**config.mk**
```make
export PLATFORM = sky130hd
export DESIGN_NAME = ray_pixel_sequencer_flat
export DESIGN_NICKNAME = d
export VERILOG_FILES = /design/src/rtl/ray_pixel_sequencer_if.sv /design/src/rtl/ray_pixel_sequencer.sv /design/src/flat_wrapper.sv
export SDC_FILE = /design/constraint.sdc
export NUM_CORES = 1
export LEC_CHECK = 0
export CORE_UTILIZATION = 35
export CTS_BUF_LIST = sky130_fd_sc_hd__clkbuf_2 sky130_fd_sc_hd__clkbuf_4 sky130_fd_sc_hd__clkbuf_8
export DETAILED_ROUTE_END_ITERATION = 7
export MAX_ROUTING_LAYER = met4
export SLEW_MARGIN = 20
export SYNTH_ARGS = -nofsm -noshare
export SYNTH_HDL_FRONTEND = slang
export SYNTH_SLANG_ARGS = --single-unit
```
**constraint.sdc**
```tcl
create_clock -name clk -period 2.25 [get_ports clk]
set_clock_uncertainty 0.05 [all_clocks]
set_input_delay 0.225 -clock clk [delete_from_list [all_inputs] [get_ports clk]]
set_output_delay 0.225 -clock clk [all_outputs]
set_load 0.01 [all_outputs]
```
**src/rtl/ray_pixel_sequencer_if.sv**
```systemverilog
// ---------------------------------------------------------------------------
// ray_pixel_sequencer_if
//
// Purpose:
//   Bundles the sequencer's control, core-facing and framebuffer-facing
//   signals. The sequencer binds the master modport. The environment binds
//   the slave modport: this is the frame controller, the intersection core
//   and the framebuffer writer.
//
// Signals:
//   start          frame start request (single-cycle or level)
//   stall          pause issuing new pixels (framebuffer busy)
//   pixel          ray direction to the intersection core (Pixel_s)
//   less_than_zero core result, discriminant < 0 (miss)
//   res_valid      result strobe for res_col/res_row/res_hit
//   res_col        column of the reported result
//   res_row        row of the reported result
//   res_hit        ray hit the sphere (valid with res_valid)
//   busy           frame in progress (SCAN or DRAIN)
//   frame_done     one-cycle pulse, last pixel of the frame reported
//   hit_count      hits in the current/last frame (0 unless the counter is built)
// ---------------------------------------------------------------------------
interface ray_pixel_sequencer_if;

  // Signed ray direction. The widths cover the default 640x480 screen
  // (x -320..319, y 240..-239) and a 0..31 focal depth.
  typedef struct packed {
    logic signed [9:0] x;
    logic signed [9:0] y;
    logic signed [5:0] z;
  } Pixel_s;

  logic        start;
  logic        stall;
  Pixel_s      pixel;
  logic        less_than_zero;
  logic        res_valid;
  logic [9:0]  res_col;
  logic [8:0]  res_row;
  logic        res_hit;
  logic        busy;
  logic        frame_done;
  logic [18:0] hit_count;

  modport master (
    input  start, stall, less_than_zero,
    output pixel, res_valid, res_col, res_row, res_hit,
           busy, frame_done, hit_count
  );

  modport slave (
    output start, stall, less_than_zero,
    input  pixel, res_valid, res_col, res_row, res_hit,
           busy, frame_done, hit_count
  );

endinterface

```
**src/rtl/ray_pixel_sequencer.sv**
```systemverilog
// ---------------------------------------------------------------------------
// ray_pixel_sequencer
//
// Purpose:
//   Frame-level scan engine for the sphere-intersection core. It walks every
//   pixel in raster order and registers a ray direction (x, y, z) per issued
//   pixel. It then lines the core's fixed-latency less_than_zero result back
//   up with that pixel's column/row through a tag shift register. Each
//   result is reported as a hit/miss strobe for the framebuffer writer.
//
// Parameters:
//   H_RES        horizontal pixels per line (even, <= 1024)
//   V_RES        lines per frame (even, <= 512)
//   FOCAL_Z      constant z component of every ray (0..31)
//   CORE_LATENCY cycles from a pixel change to the matching core result
//
// Ports:
//   clk   clock
//   rstn  synchronous active-low reset
//   bus   ray_pixel_sequencer_if.master (start, stall, pixel,
//         less_than_zero, res_valid, res_col, res_row, res_hit, busy,
//         frame_done, hit_count)
//
// Optional feature:
//   RAY_SEQ_HIT_COUNT_EN - when defined, hit_count is a saturating 19-bit
//   count of hits. It clears when a start is accepted. When undefined,
//   hit_count is tied to 0.
// ---------------------------------------------------------------------------
module ray_pixel_sequencer #(
  parameter int H_RES        = 640,
  parameter int V_RES        = 480,
  parameter int FOCAL_Z      = 31,
  parameter int CORE_LATENCY = 5
) (
  input  logic                  clk,
  input  logic                  rstn,
  ray_pixel_sequencer_if.master bus
);

  typedef enum logic [1:0] {
    IDLE  = 2'd0,
    SCAN  = 2'd1,
    DRAIN = 2'd2
  } state_t;

  state_t state;
  state_t state_next;

  logic [9:0] col;
  logic [8:0] row;
  logic [7:0] drain_cnt;

  logic accept_start;
  logic issue;
  logic last_pixel;
  logic busy_c;
  logic frame_done_c;

  logic [9:0] x_calc;
  logic [9:0] y_calc;

  logic signed [9:0] px_x;
  logic signed [9:0] px_y;
  logic signed [5:0] px_z;

  // Stage 0 loads on the same edge as the pixel register. Stage
  // CORE_LATENCY is therefore visible exactly CORE_LATENCY cycles later,
  // in the cycle where the core's answer for that pixel appears.
  logic       tag_valid [0:CORE_LATENCY];
  logic [9:0] tag_col   [0:CORE_LATENCY];
  logic [8:0] tag_row   [0:CORE_LATENCY];

  logic res_valid_c;
  logic res_hit_c;

  assign accept_start = (state == IDLE) && bus.start;
  assign issue        = (state == SCAN) && !bus.stall;
  assign last_pixel   = (col == 10'(H_RES - 1)) && (row == 9'(V_RES - 1));

  // Modular 10-bit arithmetic already yields the correct two's-complement
  // ray component for every on-screen coordinate.
  assign x_calc = col - 10'(H_RES / 2);
  assign y_calc = 10'(V_RES / 2) - {1'b0, row};

  // Next-state and status decode. frame_done fires in the last DRAIN cycle.
  // That is the cycle where the final pixel's tag reaches the output stage.
  always_comb begin
    state_next   = state;
    busy_c       = 1'b0;
    frame_done_c = 1'b0;
    case (state)
      IDLE: begin
        if (bus.start) begin
          state_next = SCAN;
        end
      end
      SCAN: begin
        busy_c = 1'b1;
        if (issue && last_pixel) begin
          state_next = DRAIN;
        end
      end
      DRAIN: begin
        busy_c = 1'b1;
        if (drain_cnt == 8'(CORE_LATENCY)) begin
          frame_done_c = 1'b1;
          state_next   = IDLE;
        end
      end
      default: begin
        state_next = IDLE;
      end
    endcase
  end

  // State register.
  always_ff @(posedge clk) begin
    if (!rstn) begin
      state <= IDLE;
    end else begin
      state <= state_next;
    end
  end

  // Raster position. It advances on every issue and wraps at the end of
  // each line. After the final pixel it returns to the origin.
  always_ff @(posedge clk) begin
    if (!rstn) begin
      col <= '0;
      row <= '0;
    end else if (accept_start) begin
      col <= '0;
      row <= '0;
    end else if (issue) begin
      if (col == 10'(H_RES - 1)) begin
        col <= '0;
        row <= last_pixel ? 9'd0 : row + 9'd1;
      end else begin
        col <= col + 10'd1;
      end
    end
  end

  // DRAIN cycle counter. It reads 0 in the first DRAIN cycle.
  always_ff @(posedge clk) begin
    if (!rstn) begin
      drain_cnt <= '0;
    end else if (state == DRAIN) begin
      drain_cnt <= drain_cnt + 8'd1;
    end else begin
      drain_cnt <= '0;
    end
  end

  // Ray direction register. It holds its value whenever no pixel is issued.
  // The core keeps evaluating the stale ray, but the tag pipeline marks
  // that slot as a bubble.
  always_ff @(posedge clk) begin
    if (!rstn) begin
      px_x <= '0;
      px_y <= '0;
      px_z <= '0;
    end else if (issue) begin
      px_x <= $signed(x_calc);
      px_y <= $signed(y_calc);
      px_z <= 6'(FOCAL_Z);
    end
  end

  // Tag pipeline. It shifts every cycle so that its delay stays locked to
  // the core's fixed latency even while issuing is stalled.
  always_ff @(posedge clk) begin
    if (!rstn) begin
      for (int i = 0; i <= CORE_LATENCY; i++) begin
        tag_valid[i] <= 1'b0;
        tag_col[i]   <= '0;
        tag_row[i]   <= '0;
      end
    end else begin
      tag_valid[0] <= issue;
      tag_col[0]   <= col;
      tag_row[0]   <= row;
      for (int i = 1; i <= CORE_LATENCY; i++) begin
        tag_valid[i] <= tag_valid[i-1];
        tag_col[i]   <= tag_col[i-1];
        tag_row[i]   <= tag_row[i-1];
      end
    end
  end

  assign res_valid_c = tag_valid[CORE_LATENCY];

  // Gated with res_valid so the output reads 0 outside result strobes.
  assign res_hit_c = res_valid_c & ~bus.less_than_zero;

  assign bus.pixel      = {px_x, px_y, px_z};
  assign bus.res_valid  = res_valid_c;
  assign bus.res_col    = tag_col[CORE_LATENCY];
  assign bus.res_row    = tag_row[CORE_LATENCY];
  assign bus.res_hit    = res_hit_c;
  assign bus.busy       = busy_c;
  assign bus.frame_done = frame_done_c;

`ifdef RAY_SEQ_HIT_COUNT_EN
  logic [18:0] hit_cnt;

  // Hit counter. It clears on an accepted start and saturates at all-ones.
  // Between frames it keeps the last frame's total.
  always_ff @(posedge clk) begin
    if (!rstn) begin
      hit_cnt <= '0;
    end else if (accept_start) begin
      hit_cnt <= '0;
    end else if (res_hit_c && (hit_cnt != 19'h7FFFF)) begin
      hit_cnt <= hit_cnt + 19'd1;
    end
  end

  assign bus.hit_count = hit_cnt;
`else
  assign bus.hit_count = '0;
`endif

endmodule

```
**src/flat_wrapper.sv**
```systemverilog
// flat-port wrapper written by rule: the top's interface ports become plain ports
module ray_pixel_sequencer_flat 
#(
  parameter int H_RES        = 640,
  parameter int V_RES        = 480,
  parameter int FOCAL_Z      = 31,
  parameter int CORE_LATENCY = 5
)
  (clk, rstn, bus_start, bus_stall, bus_less_than_zero, bus_pixel, bus_res_valid, bus_res_col, bus_res_row, bus_res_hit, bus_busy, bus_frame_done, bus_hit_count);
  ray_pixel_sequencer_if bus_i ();
  input  logic clk;
  input  logic rstn;
  input wire logic [$bits(bus_i.start)-1:0] bus_start;
  input wire logic [$bits(bus_i.stall)-1:0] bus_stall;
  input wire logic [$bits(bus_i.less_than_zero)-1:0] bus_less_than_zero;
  output wire logic [$bits(bus_i.pixel)-1:0] bus_pixel;
  output wire logic [$bits(bus_i.res_valid)-1:0] bus_res_valid;
  output wire logic [$bits(bus_i.res_col)-1:0] bus_res_col;
  output wire logic [$bits(bus_i.res_row)-1:0] bus_res_row;
  output wire logic [$bits(bus_i.res_hit)-1:0] bus_res_hit;
  output wire logic [$bits(bus_i.busy)-1:0] bus_busy;
  output wire logic [$bits(bus_i.frame_done)-1:0] bus_frame_done;
  output wire logic [$bits(bus_i.hit_count)-1:0] bus_hit_count;
  assign bus_i.start = bus_start;
  assign bus_i.stall = bus_stall;
  assign bus_i.less_than_zero = bus_less_than_zero;
  assign bus_pixel = bus_i.pixel;
  assign bus_res_valid = bus_i.res_valid;
  assign bus_res_col = bus_i.res_col;
  assign bus_res_row = bus_i.res_row;
  assign bus_res_hit = bus_i.res_hit;
  assign bus_busy = bus_i.busy;
  assign bus_frame_done = bus_i.frame_done;
  assign bus_hit_count = bus_i.hit_count;
  ray_pixel_sequencer #(.H_RES(H_RES), .V_RES(V_RES), .FOCAL_Z(FOCAL_Z), .CORE_LATENCY(CORE_LATENCY)) u_core (.clk(clk), .rstn(rstn), .bus(bus_i));
endmodule
```
==> results of run 1 <==
[sequential cells by signal (all words and copies together) (netlist names), 2 cells and up]
signal,flops
u_core.tag_col,60
u_core.drain_cnt,8
u_core.tag_valid,6
u_core.tag_row,54
u_core.px_x,10
u_core.state,2
u_core.row,9
u_core.px_y,10
u_core.col,10
[cell families after synthesis]
| logic type | count (synthesis) |
|---|---|
| mux | 2 |
| flops | 170 |
| xor+xnor | 24 |
| buf+inv | 78 |
| simple gates | 241 |
| fa+ha+maj | 13 |
| other cells | 1 |
| compound gates | 46 |
[worst max-delay path, stage by stage (launching register included)]
cell and delay, ns:
dfxtp_1 0.43, inv_1 0.13, ha_1 0.30, clkdlybuf4s50_1 0.53
[worst paths after layout]
| kind | start | endpoint |
|---|---|---|
| worst max register to register | u_core.state[1] | u_core.row[8] |
| worst min register to register | u_core.tag_row[0][6] | u_core.tag_row[0][15] |
| worst max-delay path | u_core.state[0] | bus_busy |
| worst min-delay path | rstn | u_core.row[0] |
[cells in the mapped netlist, types with 2 or more instances]
cell       count
xnor2_1       10
nor2_1        33
and4b_1        2
o22ai_1        2
buf_4         44
nand3b_1       2
and2_1       114
nand3_1       12
clkbuf_1      23
ha_1          13
o311ai_0       2
a211oi_1       3
or3_1          6
nor2b_1        3
inv_1          7
xor2_1        14
o21ai_0        7
a21oi_1       21
and3_1         5
nand2_1       46
dfxtp_1      170
mux2_2         2
nand4_1        5
o2111ai_1      2
nor3_1         2
[power groups by stage]
stage	Clock [uW]	Sequential [uW]	Combinational, uW
finish	1990	3120	557
global placement	0	3180	539
CTS	2070	3120	561
detailed placement	0	3180	553
floorplan	0	3190	351
global route	2200	3130	613
[cell type report]
type	instances	area [um^2]
inverter	8	30.0
clock inverter	15	139
clock buffer	17	234
fill	1603	9760
sequential	170	3400
tap	220	275
timing repair buffer	61	582
multi-input combinational	346	2100
[per-stage QoR]
step	worst slack [ns]	hold WS (ns)	power, uW
after floorplan	0.462	0.344	3540
after global placement	0.162	0.364	3720
after detailed placement	0.118	0.366	3740
after CTS	0.115	0.130	5750
after global routing	0.0475	0.164	5940
final	0.139	0.172	5660
[routing by layer]
metal	vias to the layer above	global-route usage [%]	wire length (um)
met5	-	-	0
met4	0	5.04	72
met3	5	4.42	566
met2	100	16.3	4060
met1	1570	15.0	4560
li1	1847	-	-
==> results.json, run 1 <==
{
  "end_kind": "primary output",
  "yosys_warnings": 0,
  "reg2reg_slack_ns": 0.23,
  "drt-total-wl_mm": 9.26,
  "cts.path.max_buffers": 2,
  "initial_utilization_pct": 35.7,
  "synthCells": 575,
  "cts_root_buf": "clkbuf_8",
  "p_per_area_nw_per_um2": 836,
  "setup_viol": 0,
  "grt_usage_pct": 11.7,
  "postCtsSetupRepairBufs": 0,
  "worst_ir_drop_vdd_v": 0.000390,
  "min_period_ns": 2.11,
  "ys_top_cells_by_area": "dfxtp_1, and2_1, buf_4, nand2_1, ha_1",
  "final_cells": 837,
  "final_util_pct": 40.9,
  "numCtsBuffers": 17,
  "gp_congestion": 0.833,
  "synthXorXnorAreaFrac_pct": 3.56,
  "hpwl_mm": 5.97,
  "drc": 0,
  "outcome": "completed",
  "area_growth_pct": 14.7,
  "final_cell_mix": "dfxtp_1, and2_1, clkdlybuf4s50_1, nand2_1, nor2_1",
  "drive_gt1_share_pct": 9.08,
  "dp.cells": 805,
  "worstMarginPinSlew_ns": 0.516,
  "die-area_um2": 17400,
  "ys_ff_latch": 170,
  "placed_area_um2": 6390,
  "synth_fa_ha_area_share_pct": 2.76,
  "rows": 47,
  "grt_max_degree": 68,
  "async_reset_ff_share_pct": 0,
  "power_frac_seq_pct": 55.1,
  "firstDrtPassIters": 4,
  "grt_pass1_wl_mm": 15.5,
  "crit_arrival_ns": 1.84,
  "internal_power_uw": 4210,
  "wl_per_cell_um": 11.1,
  "slew_violations": 0,
  "cap_violations": 0,
  "leakage_uw": 0.00260,
  "final_common_cell": "dfxtp_1",
  "synth_compound_area_share_pct": 4.88,
  "diodes": 0,
  "h-tree-depth": 4,
  "antenna_found_initial": 0,
  "final_nets": 622,
  "period_share_pct": 93.8,
  "synth_top_cell_by_area": "dfxtp_1",
  "setup.worst_path.class": "reg -> out",
  "netlist.area_leader.share_pct": 57.7,
  "r2r_cells": 6,
  "fmax_mhz": 474,
  "core-area_um2": 16500,
  "postSynthAreaPerCell_um2": 10.3,
  "syn_area_um2": 5900,
  "drt_iter0_drc": 178,
  "finalHoldViolCount": 0,
  "clk_pin_slew_ns": 0.09,
  "tns_ns": 0,
  "yosys.area_share.simple_pct": 22.7,
  "grt_pass1_vias": 3202,
  "fp.dieH_um": 132,
  "p_sw_uw": 1450,
  "synthMuxAreaShare_pct": 0.382,
  "ys_seq_area_share_pct": 57.7,
  "switching_share_pct": 25.7,
  "synth.distinct_cells": 50,
  "rsz0062_at_grt": "false",
  "min_path_type": "in -> reg",
  "startpoint_type": "flip-flop",
  "grt_overflow": 0,
  "clock_sinks": 170,
  "worstPathRequired_ns": 1.98,
  "ys.flop_type": "dfxtp_1",
  "vias_per_cell": 4.21,
  "fp.dieW_um": 132,
  "ant_nets": 0,
  "p_clk_share_pct": 35.1,
  "worstPathMaxFanout": 5,
  "numPortBuffers": 52,
  "ios": 73,
  "num_vias": 3522,
  "clk_latency_ns": 0.44,
  "tritoncts": "done",
  "fin_area_um2": 6770,
  "combinationalPowerShare_pct": 9.8,
  "synth_edf_count": 0,
  "synth_top_family_by_area": "simple AND/OR/NAND/NOR gates",
  "maxSlewHeadroom_pct": 65.5,
  "ctsHoldBuffers": 0,
  "worstHoldPathCells": 5,
  "cts_resized": 2
}
Note: power is estimated with default switching activity, not from simulation.
==> run 2, diff against run 1 <==
- CTS_CLUSTER_DIAMETER: unset -> 150
- GPL_TIMING_DRIVEN: unset -> 0
==> results.json, run 2 (synthesis results as in run 1) <==
{
  "outcome": "completed",
  "clk_pin_slew_ns": 0.08,
  "fillCellCount": 1586,
  "area_growth_pct": 21.9,
  "startpoint_type": "flip-flop",
  "fp.dieH_um": 132,
  "cts.path.max_buffers": 2,
  "final_cells": 897,
  "vias_per_cell": 4.19,
  "clock_sinks": 170,
  "worstPathMaxFanout": 4,
  "drc": 0,
  "die-area_um2": 17400,
  "initial_utilization_pct": 35.7,
  "final_cell_mix": "dfxtp_1, and2_1, clkdlybuf4s50_1, nand2_1, buf_4",
  "dp.cells": 866,
  "drt_iter0_drc": 172,
  "dp_slack_ns": -0.0139,
  "maxSlewHeadroom_pct": 66.0,
  "firstDrtPassIters": 5,
  "finalHoldViolCount": 0,
  "grt_pass1_wl_mm": 16.1,
  "fmax_mhz": 456,
  "core-area_um2": 16500,
  "drt-total-wl_mm": 9.73,
  "grt_max_degree": 17,
  "period_share_pct": 97.4,
  "finalHoldWorstSlack_ns": 0.379,
  "grt_pass1_vias": 3434,
  "seqCellArea_um2": 3400,
  "hpwl_mm": 6.98,
  "regMostFlops": "u_core.tag_col",
  "cap_violations": 0,
  "slew_violations": 0,
  "wl_per_cell_um": 10.8,
  "rsz0062_at_grt": "true",
  "ctsHoldBuffers": 0,
  "antenna_found_initial": 0,
  "final_nets": 683,
  "clk_latency_ns": 0.45,
  "min_period_ns": 2.19,
  "p_per_area_nw_per_um2": 821,
  "diodes": 0,
  "setup.worst_path.class": "reg -> out",
  "ios": 73,
  "largest_register_ffs": 60,
  "postCtsSetupRepairBufs": 0,
  "setup_viol": 0,
  "numCtsBuffers": 17,
  "grt_overflow": 0,
  "rows": 47,
  "tritoncts": "done",
  "h-tree-depth": 4,
  "leakage_uw": 0.00285,
  "numPortBuffers": 52,
  "worstPathRequired_ns": 1.98,
  "multi_input_area_um2": 2110,
  "min_path_type": "reg -> reg",
  "cts_root_buf": "clkbuf_8",
  "layout_setup_ws_ns": 0.0579,
  "cp_slowest_cell": "clkdlybuf4s50_1",
  "final_common_cell": "dfxtp_1",
  "fp.dieW_um": 132,
  "crit_path_max_incr_delay_ns": 0.55,
  "grt_usage_pct": 12.3,
  "end_kind": "primary output",
  "worst_ir_drop_vdd_v": 0.000402,
  "worstMarginPinSlew_ns": 0.510,
  "crit_arrival_ns": 1.92,
  "drive_gt1_share_pct": 13.9,
  "largestRegisters": "u_core.tag_col (60), u_core.tag_row (54)",
  "total_power_uw": 5900,
  "gp_congestion": 0.869,
  "crit_chain": "inv_1, ha_1, clkdlybuf4s50_1",
  "ant_nets": 0,
  "num_vias": 3756
}
-- run 2: changes by cell type in the layout (fill, tap and decap cells not counted), moves of 2 or more --
cell             delta
bufinv_16           +2
inv_8               -2
clkbuf_1           +23
clkinv_4            +2
clkbuf_4            +3
buf_4              +35
clkinvlp_4          -2
clkdlybuf4s50_1     +2
inv_6               -3
-- run 2: cell type report --
type / instances / share of cell area [%]
well taps: 220 / 3.83
plain buffers: 70 / 6.09
repair buffers: 52 / 7.24
multi-input cells: 346 / 29.4
clock buffers: 20 / 3.57
inverters: 8 / 0.418
clock inverters: 11 / 2.05
flip-flops and latches: 170 / 47.4
-- run 2: critical path: cells and delay by family, from the launching register on --
family | cells | cell delay, ns
fa+ha+maj | 1 | 0.36
buf+inv | 2 | 0.69
flops | 1 | 0.43
-- run 2: final timing paths --
| path | start | to | slack, ns | depth (start not counted) |
|---|---|---|---|---|
| setup / recovery | u_core.state[1] | bus_busy | 0.06 | 3 |
| hold / removal | u_core.tag_col[0][38] | u_core.tag_col[0][48] | 0.38 | 1 |
| setup reg to reg | u_core.state[1] | u_core.row[7] | 0.14 | 7 |
| hold reg to reg | u_core.tag_col[0][38] | u_core.tag_col[0][48] | 0.38 | 1 |
-- run 2: power breakdown --
part	total, uW	switching [uW]	internal, uW
combinational	619	341	278
clock	2150	1030	1130
sequential	3120	56.7	3070
total	5900	1420	4470
-- run 2: metrics by stage --
stage | utilization [%] | TNS (ns) | area [um^2]
final | 43.5 | 0 | 7190
after CTS | 43.4 | 0 | 7170
after floorplan | - | 0 | 5970
after global routing | 43.5 | -0.0153 | 7190
after detailed placement | 40.9 | -0.0296 | 6760
after global placement | 40.9 | 0 | 6760
-- run 2: repair_timing --
item / CTS / global route
resized for setup: 0 / 6
hold endpoints to repair: 0 / 0
setup endpoints to repair: 0 / 7
-- run 2: per-layer routing --
metal / track usage, % / up-vias / wire [um]
met5: - / - / 0
met4: 7.04 / 0 / 218
met3: 3.92 / 19 / 538
met2: 18.2 / 105 / 4410
met1: 14.6 / 1670 / 4570
li1: - / 1962 / -
==> run 3, diff against run 2 <==
- SKIP_CTS_REPAIR_TIMING: unset -> 1
==> results of run 3 <==
Same layout as run 2: the final DEF is identical, and so are final timing and power.
